[src/rtl/salu_pkg.sv]
// Shared ssrc code map, FSM encoding and inline float constant tables for the
// scalar ALU operand-fetch stage.
package salu_pkg;

    localparam logic [7:0] SSRC_REG_MAX    = 8'h7F;
    localparam logic [7:0] SSRC_CONST_ZERO = 8'h80;
    localparam logic [7:0] SSRC_INT_POS_LO = 8'h81;
    localparam logic [7:0] SSRC_INT_POS_HI = 8'hC0;
    localparam logic [7:0] SSRC_INT_NEG_LO = 8'hC1;
    localparam logic [7:0] SSRC_INT_NEG_HI = 8'hD0;
    localparam logic [7:0] SSRC_FLT_LO     = 8'hF0;
    localparam logic [7:0] SSRC_FLT_HI     = 8'hF7;
    localparam logic [7:0] SSRC_VCCZ       = 8'hFB;
    localparam logic [7:0] SSRC_EXECZ      = 8'hFC;
    localparam logic [7:0] SSRC_SCC        = 8'hFD;
    localparam logic [7:0] SSRC_LIT        = 8'hFF;

    localparam logic [2:0] ST_IDLE    = 3'd0;
    localparam logic [2:0] ST_ISSUE   = 3'd1;
    localparam logic [2:0] ST_CAPTURE = 3'd2;
    localparam logic [2:0] ST_LIT     = 3'd3;
    localparam logic [2:0] ST_VALID   = 3'd4;

    // Order: 0.5, -0.5, 1.0, -1.0, 2.0, -2.0, 4.0, -4.0
    function automatic logic [31:0] flt32(input logic [2:0] idx);
        logic [31:0] r;
        case (idx)
            3'd0:    r = 32'h3F00_0000;
            3'd1:    r = 32'hBF00_0000;
            3'd2:    r = 32'h3F80_0000;
            3'd3:    r = 32'hBF80_0000;
            3'd4:    r = 32'h4000_0000;
            3'd5:    r = 32'hC000_0000;
            3'd6:    r = 32'h4080_0000;
            default: r = 32'hC080_0000;
        endcase
        return r;
    endfunction

    function automatic logic [63:0] flt64(input logic [2:0] idx);
        logic [15:0] hi;
        case (idx)
            3'd0:    hi = 16'h3FE0;
            3'd1:    hi = 16'hBFE0;
            3'd2:    hi = 16'h3FF0;
            3'd3:    hi = 16'hBFF0;
            3'd4:    hi = 16'h4000;
            3'd5:    hi = 16'hC000;
            3'd6:    hi = 16'h4010;
            default: hi = 16'hC010;
        endcase
        return {hi, 48'h0};
    endfunction

endpackage

[src/rtl/salu_const_decode.sv]
// Resolves one ssrc code to a 64-bit operand: register data, inline integer or
// float constant, or the instruction literal; flags reserved codes.
module salu_const_decode
    import salu_pkg::*;
#(
    parameter logic [7:0] LIT_CODE = SSRC_LIT,
    parameter logic [7:0] REG_MAX  = SSRC_REG_MAX
) (
    input  logic [7:0]  code,
    input  logic        is64,
    input  logic [63:0] rf_data,
    input  logic [31:0] lit,
    output logic [63:0] value,
    output logic        is_lit,
    output logic        err
);

    logic [7:0]  mag;
    logic [31:0] neg32;

    always_comb begin
        value  = '0;
        is_lit = 1'b0;
        err    = 1'b0;
        mag    = code - SSRC_CONST_ZERO;
        neg32  = 32'd0 - {24'h0, code - SSRC_INT_POS_HI};
        if (code <= REG_MAX || code == SSRC_VCCZ || code == SSRC_EXECZ || code == SSRC_SCC) begin
            value = is64 ? rf_data : {32'h0, rf_data[31:0]};
        end else if (code == LIT_CODE) begin
            is_lit = 1'b1;
            value  = is64 ? {{32{lit[31]}}, lit} : {32'h0, lit};
        end else if (code == SSRC_CONST_ZERO) begin
            value = '0;
        end else if (code >= SSRC_INT_POS_LO && code <= SSRC_INT_POS_HI) begin
            value = {56'h0, mag};
        end else if (code >= SSRC_INT_NEG_LO && code <= SSRC_INT_NEG_HI) begin
            value = is64 ? {{32{neg32[31]}}, neg32} : {32'h0, neg32};
        end else if (code >= SSRC_FLT_LO && code <= SSRC_FLT_HI) begin
            value = is64 ? flt64(code[2:0]) : {32'h0, flt32(code[2:0])};
        end else begin
            err = 1'b1;
        end
    end

endmodule

[src/rtl/salu_operand_fetch.sv]
// SALU operand-fetch stage: issues register-file reads, resolves constants and
// the instruction literal, and hands a 64-bit operand pair to execute.
module salu_operand_fetch
    import salu_pkg::*;
#(
    parameter logic [7:0] LIT_CODE = SSRC_LIT,
    parameter logic [7:0] REG_MAX  = SSRC_REG_MAX
) (
    input  logic        clock,
    input  logic        reset,
    input  logic        in_valid,
    output logic        in_ready,
    input  logic [7:0]  in_ssrc0,
    input  logic [7:0]  in_ssrc1,
    input  logic [7:0]  in_sdst,
    input  logic [7:0]  in_opcode,
    input  logic        in_is64,
    input  logic        lit_valid,
    output logic        lit_ready,
    input  logic [31:0] lit_data,
    output logic [7:0]  rf_s0,
    output logic [7:0]  rf_s1,
    input  logic [63:0] rf_r0,
    input  logic [63:0] rf_r1,
    output logic        out_valid,
    input  logic        out_ready,
    output logic [63:0] out_op0,
    output logic [63:0] out_op1,
    output logic [7:0]  out_sdst,
    output logic [7:0]  out_opcode,
    output logic        out_is64,
    output logic        out_err
);

    logic [2:0]  state_q, state_d;
    logic [7:0]  ssrc0_q, ssrc0_d, ssrc1_q, ssrc1_d;
    logic [7:0]  sdst_q, sdst_d, opcode_q, opcode_d;
    logic        is64_q, is64_d;
    logic [7:0]  rf_s0_q, rf_s0_d, rf_s1_q, rf_s1_d;
    logic [63:0] op0_q, op0_d, op1_q, op1_d;
    logic        lit0_q, lit0_d, lit1_q, lit1_d;
    logic        err_q, err_d;

    logic [63:0] val0, val1;
    logic        islit0, islit1, err0, err1;

    // Literal-sourced values depend only on code/width/literal, so the same
    // decoders are reused in LIT once the literal dword arrives.
    salu_const_decode #(.LIT_CODE(LIT_CODE), .REG_MAX(REG_MAX)) u_dec0 (
        .code    (ssrc0_q),
        .is64    (is64_q),
        .rf_data (rf_r0),
        .lit     (lit_data),
        .value   (val0),
        .is_lit  (islit0),
        .err     (err0)
    );

    salu_const_decode #(.LIT_CODE(LIT_CODE), .REG_MAX(REG_MAX)) u_dec1 (
        .code    (ssrc1_q),
        .is64    (is64_q),
        .rf_data (rf_r1),
        .lit     (lit_data),
        .value   (val1),
        .is_lit  (islit1),
        .err     (err1)
    );

    always_comb begin
        state_d  = state_q;
        ssrc0_d  = ssrc0_q;
        ssrc1_d  = ssrc1_q;
        sdst_d   = sdst_q;
        opcode_d = opcode_q;
        is64_d   = is64_q;
        rf_s0_d  = rf_s0_q;
        rf_s1_d  = rf_s1_q;
        op0_d    = op0_q;
        op1_d    = op1_q;
        lit0_d   = lit0_q;
        lit1_d   = lit1_q;
        err_d    = err_q;
        case (state_q)
            ST_IDLE: begin
                if (in_valid) begin
                    ssrc0_d  = in_ssrc0;
                    ssrc1_d  = in_ssrc1;
                    sdst_d   = in_sdst;
                    opcode_d = in_opcode;
                    is64_d   = in_is64;
                    err_d    = 1'b0;
                    state_d  = ST_ISSUE;
                end
            end
            ST_ISSUE: begin
                rf_s0_d = ssrc0_q;
                rf_s1_d = ssrc1_q;
                state_d = ST_CAPTURE;
            end
            ST_CAPTURE: begin
                op0_d   = val0;
                op1_d   = val1;
                lit0_d  = islit0;
                lit1_d  = islit1;
                err_d   = err0 | err1;
                state_d = (islit0 || islit1) ? ST_LIT : ST_VALID;
            end
            ST_LIT: begin
                if (lit_valid) begin
                    if (lit0_q) op0_d = val0;
                    if (lit1_q) op1_d = val1;
                    state_d = ST_VALID;
                end
            end
            ST_VALID: begin
                if (out_ready) state_d = ST_IDLE;
            end
            default: state_d = ST_IDLE;
        endcase
    end

    always_ff @(posedge clock or posedge reset) begin
        if (reset) begin
            state_q  <= ST_IDLE;
            ssrc0_q  <= '0;
            ssrc1_q  <= '0;
            sdst_q   <= '0;
            opcode_q <= '0;
            is64_q   <= 1'b0;
            rf_s0_q  <= '0;
            rf_s1_q  <= '0;
            op0_q    <= '0;
            op1_q    <= '0;
            lit0_q   <= 1'b0;
            lit1_q   <= 1'b0;
            err_q    <= 1'b0;
        end else begin
            state_q  <= state_d;
            ssrc0_q  <= ssrc0_d;
            ssrc1_q  <= ssrc1_d;
            sdst_q   <= sdst_d;
            opcode_q <= opcode_d;
            is64_q   <= is64_d;
            rf_s0_q  <= rf_s0_d;
            rf_s1_q  <= rf_s1_d;
            op0_q    <= op0_d;
            op1_q    <= op1_d;
            lit0_q   <= lit0_d;
            lit1_q   <= lit1_d;
            err_q    <= err_d;
        end
    end

    // Addresses are driven straight from the latched codes during ISSUE so the
    // register file sees them a cycle early; the registered copy holds them after.
    assign rf_s0      = (state_q == ST_ISSUE) ? ssrc0_q : rf_s0_q;
    assign rf_s1      = (state_q == ST_ISSUE) ? ssrc1_q : rf_s1_q;
    assign in_ready   = (state_q == ST_IDLE);
    assign lit_ready  = (state_q == ST_LIT);
    assign out_valid  = (state_q == ST_VALID);
    assign out_op0    = op0_q;
    assign out_op1    = op1_q;
    assign out_sdst   = sdst_q;
    assign out_opcode = opcode_q;
    assign out_is64   = is64_q;
    assign out_err    = err_q;

endmodule

[config.mk]
export PLATFORM = sky130hd
export DESIGN_NAME = salu_operand_fetch
export DESIGN_NICKNAME = d
export VERILOG_FILES = /design/src/rtl/salu_pkg.sv /design/src/rtl/salu_const_decode.sv /design/src/rtl/salu_operand_fetch.sv
export SDC_FILE = /design/constraint.sdc
export NUM_CORES = 1
export LEC_CHECK = 0
export BUFFER_PORTS_ARGS = -buffer_cell sky130_fd_sc_hd__buf_4
export CORE_AREA = 2 2 142 144
export DETAILED_ROUTE_END_ITERATION = 8
export DIE_AREA = 0 0 144 146
export PLACE_DENSITY = 0.77
export SETUP_SLACK_MARGIN = 0.4
export SLEW_MARGIN = 40
export SYNTH_ARGS = -nofsm -noshare
export SYNTH_HDL_FRONTEND = slang
export SYNTH_SLANG_ARGS = --single-unit
[constraint.sdc]
create_clock -name clock -period 9.86 [get_ports clock]
set_input_delay 1.479 -clock clock [delete_from_list [all_inputs] [get_ports clock]]
set_output_delay 1.479 -clock clock [all_outputs]
set_load 0.01 [all_outputs]
* After elaboration in Yosys (flattened, before gate mapping)
Cells that the tools add are included.
** Storage, ports and cells
- Register bits after elaboration :: 183
- Output and inout port bits :: 165
- Word-level logic and storage cells :: 142
** Cells by class
- $add $sub $neg :: 6
- $lt $le $gt $ge :: 14
- Equality and inequality tests :: 31
- Multiplexer cells :: 54
- Bitwise operators :: 1
- Reduce and logical (&&, ||, !) cells :: 23
** Operators by type and width (number)
- two-way mux 64 bit :: 23
- case mux 32 bit (7 select lines) :: 2
- case mux 64 bit (2 select lines) :: 2
- case mux 16 bit (7 select lines) :: 2
- == test 8 bit (second input constant) :: 10
- >= comparator 8 bit (second input constant) :: 6
- <= comparator 8 bit (second input constant) :: 6
- subtractor 8 bit (second input constant) :: 4
- == test 3 bit (second input constant) :: 7
- == test 3 x 2 -> 1 bit (second input constant) :: 6
- subtractor 1 x 8 -> 9 bit (first input constant) :: 2
- two-way mux 1 bit :: 17
- <= comparator 8 x 7 -> 1 bit (second input constant) :: 2
- two-way mux 8 bit :: 2
- case mux 3 bit (5 select lines) :: 1
- two-way mux 3 bit :: 4
- == test 3 x 1 -> 1 bit (second input constant) :: 3
- zero test 3 bit :: 3
- AND reduction 3 bit :: 3
- logical OR 1 bit :: 7
- logical AND 1 bit :: 6
- != test 2 x 1 -> 1 bit (second input constant) :: 3
- != test 2 bit (second input constant) :: 2
- AND reduction 2 bit :: 2
- other kinds (3) :: 4

* Depth between registers and ports, before layout
Gate-level depths: netlist (run 1).
- Depth in word-level cells :: 12
- Gate-level depth with buffers :: 10

* By module
A second synthesis (run 1) with hierarchy kept.
** Unflattened totals
- Cell total of the unflattened synthesis :: 927
- Area total of the unflattened synthesis :: 10572.6 um^2
** By module, submodules not included
- salu_operand_fetch :: instances 1, cells each 410, area each 7184.4 um^2, sequential area each 4579.4 um^2
- salu_const_decode at u_dec0 :: instances 1, cells each 257, area each 1814.2 um^2, sequential area each 0.0 um^2
- salu_const_decode at u_dec1 :: instances 1, cells each 260, area each 1574.0 um^2, sequential area each 0.0 um^2

* Worst setup path after synthesis (run 1)
OpenSTA, ideal clock, no wires.
- Path type :: reg-to-output
- Start :: register state_q[0]
- End :: output rf_s0[0]
- Data arrival time :: 1.839 ns
- Required time :: 8.381 ns
- Slack :: 6.542 ns
- Cell stages (with the launch flop) :: 6
- Path buffers :: 2
- Cells stage by stage :: dfrtp_1 buf_2 inv_1 nor3_1 buf_2 mux2_2
** Between the ends
- Cells in the longest elaborated chain, start to end :: 2
** Ends and longest elaborated chain
- start: declaration :: RTL line salu_operand_fetch.sv:35 : logic [2:0] state_q, state_d;
- start signal: assignment :: RTL line salu_operand_fetch.sv:138 : state_q <= state_d;
- == test 3 x 1 -> 1 bit :: RTL line salu_operand_fetch.sv:156 : assign rf_s0 = (state_q == ST_ISSUE) ? ssrc0_q : rf_s0_q;
- two-way mux 8 bit
- end: declaration :: RTL line salu_operand_fetch.sv:21 : output logic [7:0] rf_s0,
Every way passes these cells.

* Final worst setup path (run 1)
- Start :: register state_q[0]
- End :: output rf_s1[2]
** Between the ends
- Cells in the longest elaborated chain, start to end :: 2
** Ends and longest elaborated chain
- == test 3 x 1 -> 1 bit :: RTL line salu_operand_fetch.sv:157 : assign rf_s1 = (state_q == ST_ISSUE) ? ssrc1_q : rf_s1_q;
- two-way mux 8 bit
- end: declaration :: RTL line salu_operand_fetch.sv:22 : output logic [7:0] rf_s1,
Every way passes these cells.

==> flow_metrics.py, run 1 <==
metrics = {
    "place": {
        "place_congestion": 0.9198,
        "io_buffers": 362,
        "dp_hpwl_um": 21810,
    },
    "critical_path": {
        "worst_path_dominant_cell_family": "buffers and inverters",
        "ff2ff_setup_slack_ps": 6810,
        "arrival_ps": 2300,
        "worst-path-buf-inv": 3,
        "criticalPathCategory": "reg -> out",
        "cpPeakStageDelay_ps": 630,
        "cp_slowest_cell": "dfrtp_1",
        "reg2reg_to": "out_op0[23]",
        "path_cells": "inv_1 > nor3_2 > buf_4 > mux2_2 > buf_4",
        "cp-startpoint": "state_q[0]",
        "r2r_cells": 7,
        "cp-start-kind": "flip-flop",
        "crit_path_end_kind": "output port",
        "reg2reg_from": "ssrc0_q[1]",
        "crit_path_max_fanout": 16,
        "crit_required_ps": 8380,
        "path_common_cell": "buf_4",
    },
    "timing": {
        "fin_setup_tns_ps": 0,
        "final_max_slew_viol_count": 0,
        "relSlewSlack_pct": 45.32,
        "fmax_ghz": 0.2645,
        "fin_skew_ps": 10.67,
        "grt_setup_unrepaired": "false",
        "finalHoldViolCount": 0,
        "setup_viol": 0,
        "fin_crit_sh_pct": 38.34,
        "holdWs_ps": 490.0,
        "period_minus_slack_ps": 3780,
        "worstMarginPinSlew_ps": 813.9,
    },
    "logic_synthesis": {
        "synth_area_leaders": "dfrtp_1, a22oi_1, mux2_2",
        "synth_seq_area_share_pct": 50.38,
        "synthTopCellsByCount": "dfrtp_1, nor2_1, a22oi_1",
        "syn_inst": 868,
        "synth.avg_cell_area_um2": 10.47,
        "syn-cell-area_um2": 9090,
        "synth_nets": 1084,
        "synth_most_common_cell": "dfrtp_1",
        "yosysTopAreaCell": "dfrtp_1",
        "ys_types": 69,
        "synthArstFlopShare_pct": 100.0,
        "ys_ff_latch": 183,
        "synthFlopType": "dfrtp_1",
        "ys_warn_count": 0,
        "synth_edf_count": 0,
        "synth_top_cell_area_share_pct": 50.38,
    },
    "layout": {
        "regArea_um2": 4581,
        "antenna_cells": 0,
        "layout-drive-gt1-share_pct": 40.83,
        "area_delta_synth_final_pct": 38.32,
        "multiInputGateArea_um2": 4197,
        "fin_nets": 1408,
        "fill_cells": 1627,
    },
    "die": {
        "initial_core_util_pct": 47.01,
        "coreArea_um2": 19330,
        "fp.dieW_um": 144,
        "fp-row-count": 51,
        "die_height_um": 146,
        "die-area_um2": 21020,
        "ios": 363,
    },
    "global_route": {
        "grt_pass1_vias": 8171,
        "grt_overflow": 0,
        "antenna_found_initial": 0,
        "grt_pass1_wl_um": 45150,
        "grt_use_total_pct": 27.66,
        "grt_max_degree": 107,
    },
    "cts": {
        "clock-root-buffer": "clkbuf_16",
        "cts_resized": 0,
        "h-tree-depth": 4,
        "cts_setup_buffers": 0,
        "cts_buffers": 17,
        "postCtsHoldBufs": 0,
        "cts_tree": "yes",
        "insertion_delay_ps": 430,
        "clock_sinks": 183,
        "cts_buffer_depth": 2,
        "clkTransAtPathRegs_ps": 70,
    },
    "power_and_ir_drop": {
        "p_sw_share_pct": 41.28,
        "seq_power_share_pct": 33.4,
        "vdd_drop_max_mv": 0.1657,
        "p_per_area_nw_per_um2": 336.6,
        "share_comb_of_total_power_pct": 51.1,
        "p_sw_mw": 1.747,
        "p_int_mw": 2.485,
        "leakage_nw": 5.669,
        "finalPower_mw": 4.232,
        "pwr-share-clk_pct": 15.6,
    },
    "drt": {
        "viasPerCell": 5.806,
        "drtIter0Drc": 572,
        "first_pass_iters": 5,
        "antenna_left": 0,
        "vias": 8535,
        "wire_per_inst_um": 20.24,
        "drc": 0,
        "drt-total-wl_um": 29750,
    },
    "min_path": {
        "min_to": "out_op0[31]",
        "min_path_type": "reg -> reg",
        "min_from": "out_op0[31]",
        "hold-path-cell-count": 2,
    },
    "status": {
        "status": "complete, no violations",
    },
    "flow_run": {
        "cap_violations": 0,
    },
}
## registers in the layout, summed over array words and instances, names as in the netlist, 8 cells and up
name / flops
out_op0: 64
out_op1: 64
out_opcode: 8
out_sdst: 8
rf_s0_q: 8
rf_s1_q: 8
ssrc0_q: 8
ssrc1_q: 8
## worst min-delay path, cell delays in order, from the launching register on
cell and delay (ps):
dfrtp_1 350, nand2_1 50, o21ai_1 60
## cell type report
class / instances / area share, %
Inverter: 16 / 0.5374
Tap cell: 265 / 2.637
Clock buffer: 18 / 3.413
Clock inverter: 14 / 1.025
Timing Repair Buffer: 375 / 22.58
Multi-Input combinational cell: 599 / 33.38
Sequential cell: 183 / 36.43
## placed cells by master (no fill, tap or decap), types with 3 or more instances in the layout
master     instances
o22a_1             6
a31o_2             3
nor3_2             3
a22o_1             6
o21ai_0           49
or2_2              5
dfrtp_1          182
a21oi_1           54
inv_6              6
o31ai_1            6
nor2b_1            3
o211ai_1           8
a221o_1           20
a21o_1             3
buf_4            373
xnor2_1            5
o21ai_1           22
a22oi_1           71
nand4_1            6
nor3b_1            4
nand3b_1           5
a31oi_4            3
nand2b_1           7
a31oi_1            6
nor2_1            83
a221oi_1          30
clkinv_4           3
mux2_2            39
nand3_1           18
o2bb2ai_1          5
nand4b_1           4
o21bai_1           6
clkbuf_16         17
ha_1              18
inv_8              5
nand2_1           30
inv_1             15
o22ai_1            8
a21oi_2           11
nor3_1             9
## how the worst max path moves through the flow
stage | end | depth (start not counted)
floorplan | lit0_q | 1
global placement | out_op0[52] | 7
detailed placement | out_op0[35] | 7
CTS | rf_s1[2] | 5
global route | rf_s1[2] | 5
finish | rf_s1[2] | 5
## cell families after synthesis
logic type / after synthesis / synth area share, %
AOI/OAI and AO/OA: 335 / 25.97
and+or+nand+nor: 200 / 11.29
DFF: 183 / 50.38
buffers and inverters: 86 / 4.377
muxes: 39 / 4.831
adders and majority gates: 18 / 2.478
xor gates and xnor gates: 7 / 0.6745
## per-layer routing
layer | part of all wire (%) | vias to the layer above | wire length, um | track usage, %
li1 | - | 3935 | - | -
met1 | 41 | 4186 | 12250 | 36.70
met2 | 49 | 374 | 14600 | 44.83
met3 | 7.4 | 40 | 2208 | 6.449
met4 | 2.3 | 0 | 690 | 8.971
met5 | 0 | - | 0 | 0
## per-stage QoR
stage	cell area [um2]	setup WS, ps	utilization, %	std cells
6_report	12570	6080	65.03	1470
2_1_floorplan	9090	3409	-	868
5_1_grt	12570	5955	65.03	1470
3_5_place_dp	11980	6358	61.95	1437
4_1_cts	12540	6062	64.84	1469
3_3_place_gp	11960	6210	61.85	1437
## power by group through the flow
stage                     Combinational (mW)  Clock, mW  Sequential [mW]
after global placement                  2.12          0             1.41
after floorplan                         1.18          0             1.45
after CTS                               2.17      0.671             1.41
final                                   2.16      0.658             1.41
after global routing                    2.35      0.703             1.46
after detailed placement                2.16          0             1.42
Power figures use the tool's default switching activity.
==> inputs of run 2 (changes only) <==
Settings changed: CORE_AREA 2 2 142 144 to default, CORE_MARGIN from default to 2, CORE_UTILIZATION from default to 44, DIE_AREA 0 0 144 146 to default.
Clock period 9.86 ns to 3.2 ns, I/O delays scaled along.
==> flow_metrics.py, run 2 (synthesis results as in run 1) <==
metrics = {
    "status": {
        "status": "complete, no violations",
    },
    "cts": {
        "cts_buffer_depth": 2,
        "clock-root-buffer": "clkbuf_16",
        "cts_tree": "yes",
        "postCtsHoldBufs": 0,
        "insertion_delay_ps": 430,
        "h-tree-depth": 4,
        "clock_sinks": 183,
        "cts_buffers": 17,
        "clkTransAtPathRegs_ps": 70,
    },
    "timing": {
        "fmax_ghz": 0.3688,
        "holdWs_ps": 37.29,
        "relSlewSlack_pct": 45.52,
        "setup_viol": 0,
        "fin_setup_tns_ps": 0,
        "final_max_slew_viol_count": 0,
        "fin_crit_sh_pct": 84.73,
        "period_minus_slack_ps": 2711,
        "fin_skew_ps": 10.93,
        "finalHoldViolCount": 0,
        "grt_setup_unrepaired": "true",
        "worstMarginPinSlew_ps": 811.0,
    },
    "power_and_ir_drop": {
        "vdd_drop_max_mv": 0.4485,
        "p_per_area_nw_per_um2": 1035,
        "leakage_nw": 5.759,
        "finalPower_mw": 13.17,
    },
    "global_route": {
        "grt_overflow": 0,
        "antenna_found_initial": 0,
        "grt_use_total_pct": 27.28,
        "grt_pass1_wl_um": 46530,
        "grt_pass1_vias": 8515,
        "grt_max_degree": 75,
    },
    "die": {
        "initial_core_util_pct": 44.92,
        "die_height_um": 147.7,
        "ios": 363,
        "die-area_um2": 21820,
        "fp-row-count": 52,
        "fp.dieW_um": 147.7,
        "coreArea_um2": 20230,
    },
    "place": {
        "dp_hpwl_um": 22510,
        "place_congestion": 0.9222,
        "io_buffers": 362,
        "place_area_um2": 12130,
    },
    "critical_path": {
        "cp-start-kind": "flip-flop",
        "crit_path_max_fanout": 9,
        "cp_slowest_cell": "dfrtp_1",
        "arrival_ps": 3070,
        "crit_required_ps": 3560,
        "criticalPathCategory": "reg -> reg",
        "cpPeakStageDelay_ps": 470,
        "cp-startpoint": "ssrc0_q[1]",
        "worst-path-buf-inv": 1,
        "worst_path_dominant_cell_family": "compound AO/OA/AOI/OAI gates",
        "reg2reg_from": "ssrc0_q[1]",
        "path_cells": "inv_1 > ha_1 > or3b_4 > a211o_1 > o21ai_0 > a31o_2 > o22a_1",
        "crit_path_end_kind": "flip-flop",
    },
    "layout": {
        "fill_cells": 1700,
        "antenna_cells": 0,
        "layout-drive-gt1-share_pct": 41.69,
        "final_cell_mix": "buf_4, dfrtp_1, nor2_1, a22oi_1, a21oi_1",
        "fin_nets": 1425,
        "fin_area_um2": 12730,
        "final_common_cell": "buf_4",
        "area_delta_synth_final_pct": 40.03,
    },
    "flow_run": {
        "cap_violations": 0,
    },
    "drt": {
        "drtIter0Drc": 714,
        "first_pass_iters": 6,
        "drc": 0,
        "viasPerCell": 5.852,
        "wire_per_inst_um": 20.37,
        "drt-total-wl_um": 30370,
        "antenna_left": 0,
        "vias": 8725,
    },
    "min_path": {
        "min_path_type": "in -> async",
    },
}
==> run 2: what timing repair did <==
action                                  4_1_cts  5_1_grt
resized for setup                             1       11
setup buffers                                 0        0
endpoints found under the setup margin        9       68
==> run 2: worst paths after layout <==
kind                                    end  slack, ps  cells after the start
worst max-delay path            out_op0[26]        490                      7
min in group clock               ssrc1_q[2]        260                      3
max in group asynchronous          out_is64       2450                      3
worst max register to register  out_op0[26]        490                      7
worst min-delay path            out_op1[26]         40                      2
worst min register to register       lit1_q        480                      2
==> run 2: stage by stage <==
step	setup WS (ps)	utilization [%]	std cells
CTS	418.1	62.67	1491
finish	488.6	62.91	1491
floorplan	369.5	-	868
global route	381.2	62.91	1491
global placement	518.3	59.90	1460
detailed placement	374.0	59.94	1460
==> run 2: final cells by class <==
| type | count | area, um2 | area share, % |
|---|---|---|---|
| Clock buffer | 18 | 429.2 | 3.372 |
| Timing Repair Buffer | 392 | 2972 | 23.35 |
| Clock inverter | 13 | 116.4 | 0.9142 |
| Multi-Input combinational cell | 599 | 4229 | 33.23 |
| Sequential cell | 183 | 4581 | 35.99 |
| Inverter | 16 | 63.81 | 0.5013 |
| Tap cell | 270 | 337.8 | 2.654 |
==> run 2: power by group <==
part | leakage [nW] | internal [mW] | switching, mW
clock network | 0.261 | 1.02 | 0.970
registers | 2.24 | 3.46 | 0.816
logic | 3.26 | 3.26 | 3.64
==> run 2: routing by layer <==
metal | global-route usage (%) | wire (um) | vias to the layer above
met5 | 0 | 0 | -
met4 | 11.01 | 873 | 0
met3 | 5.741 | 2264 | 54
met2 | 43.79 | 14690 | 408
met1 | 36.31 | 12550 | 4294
li1 | - | - | 3969
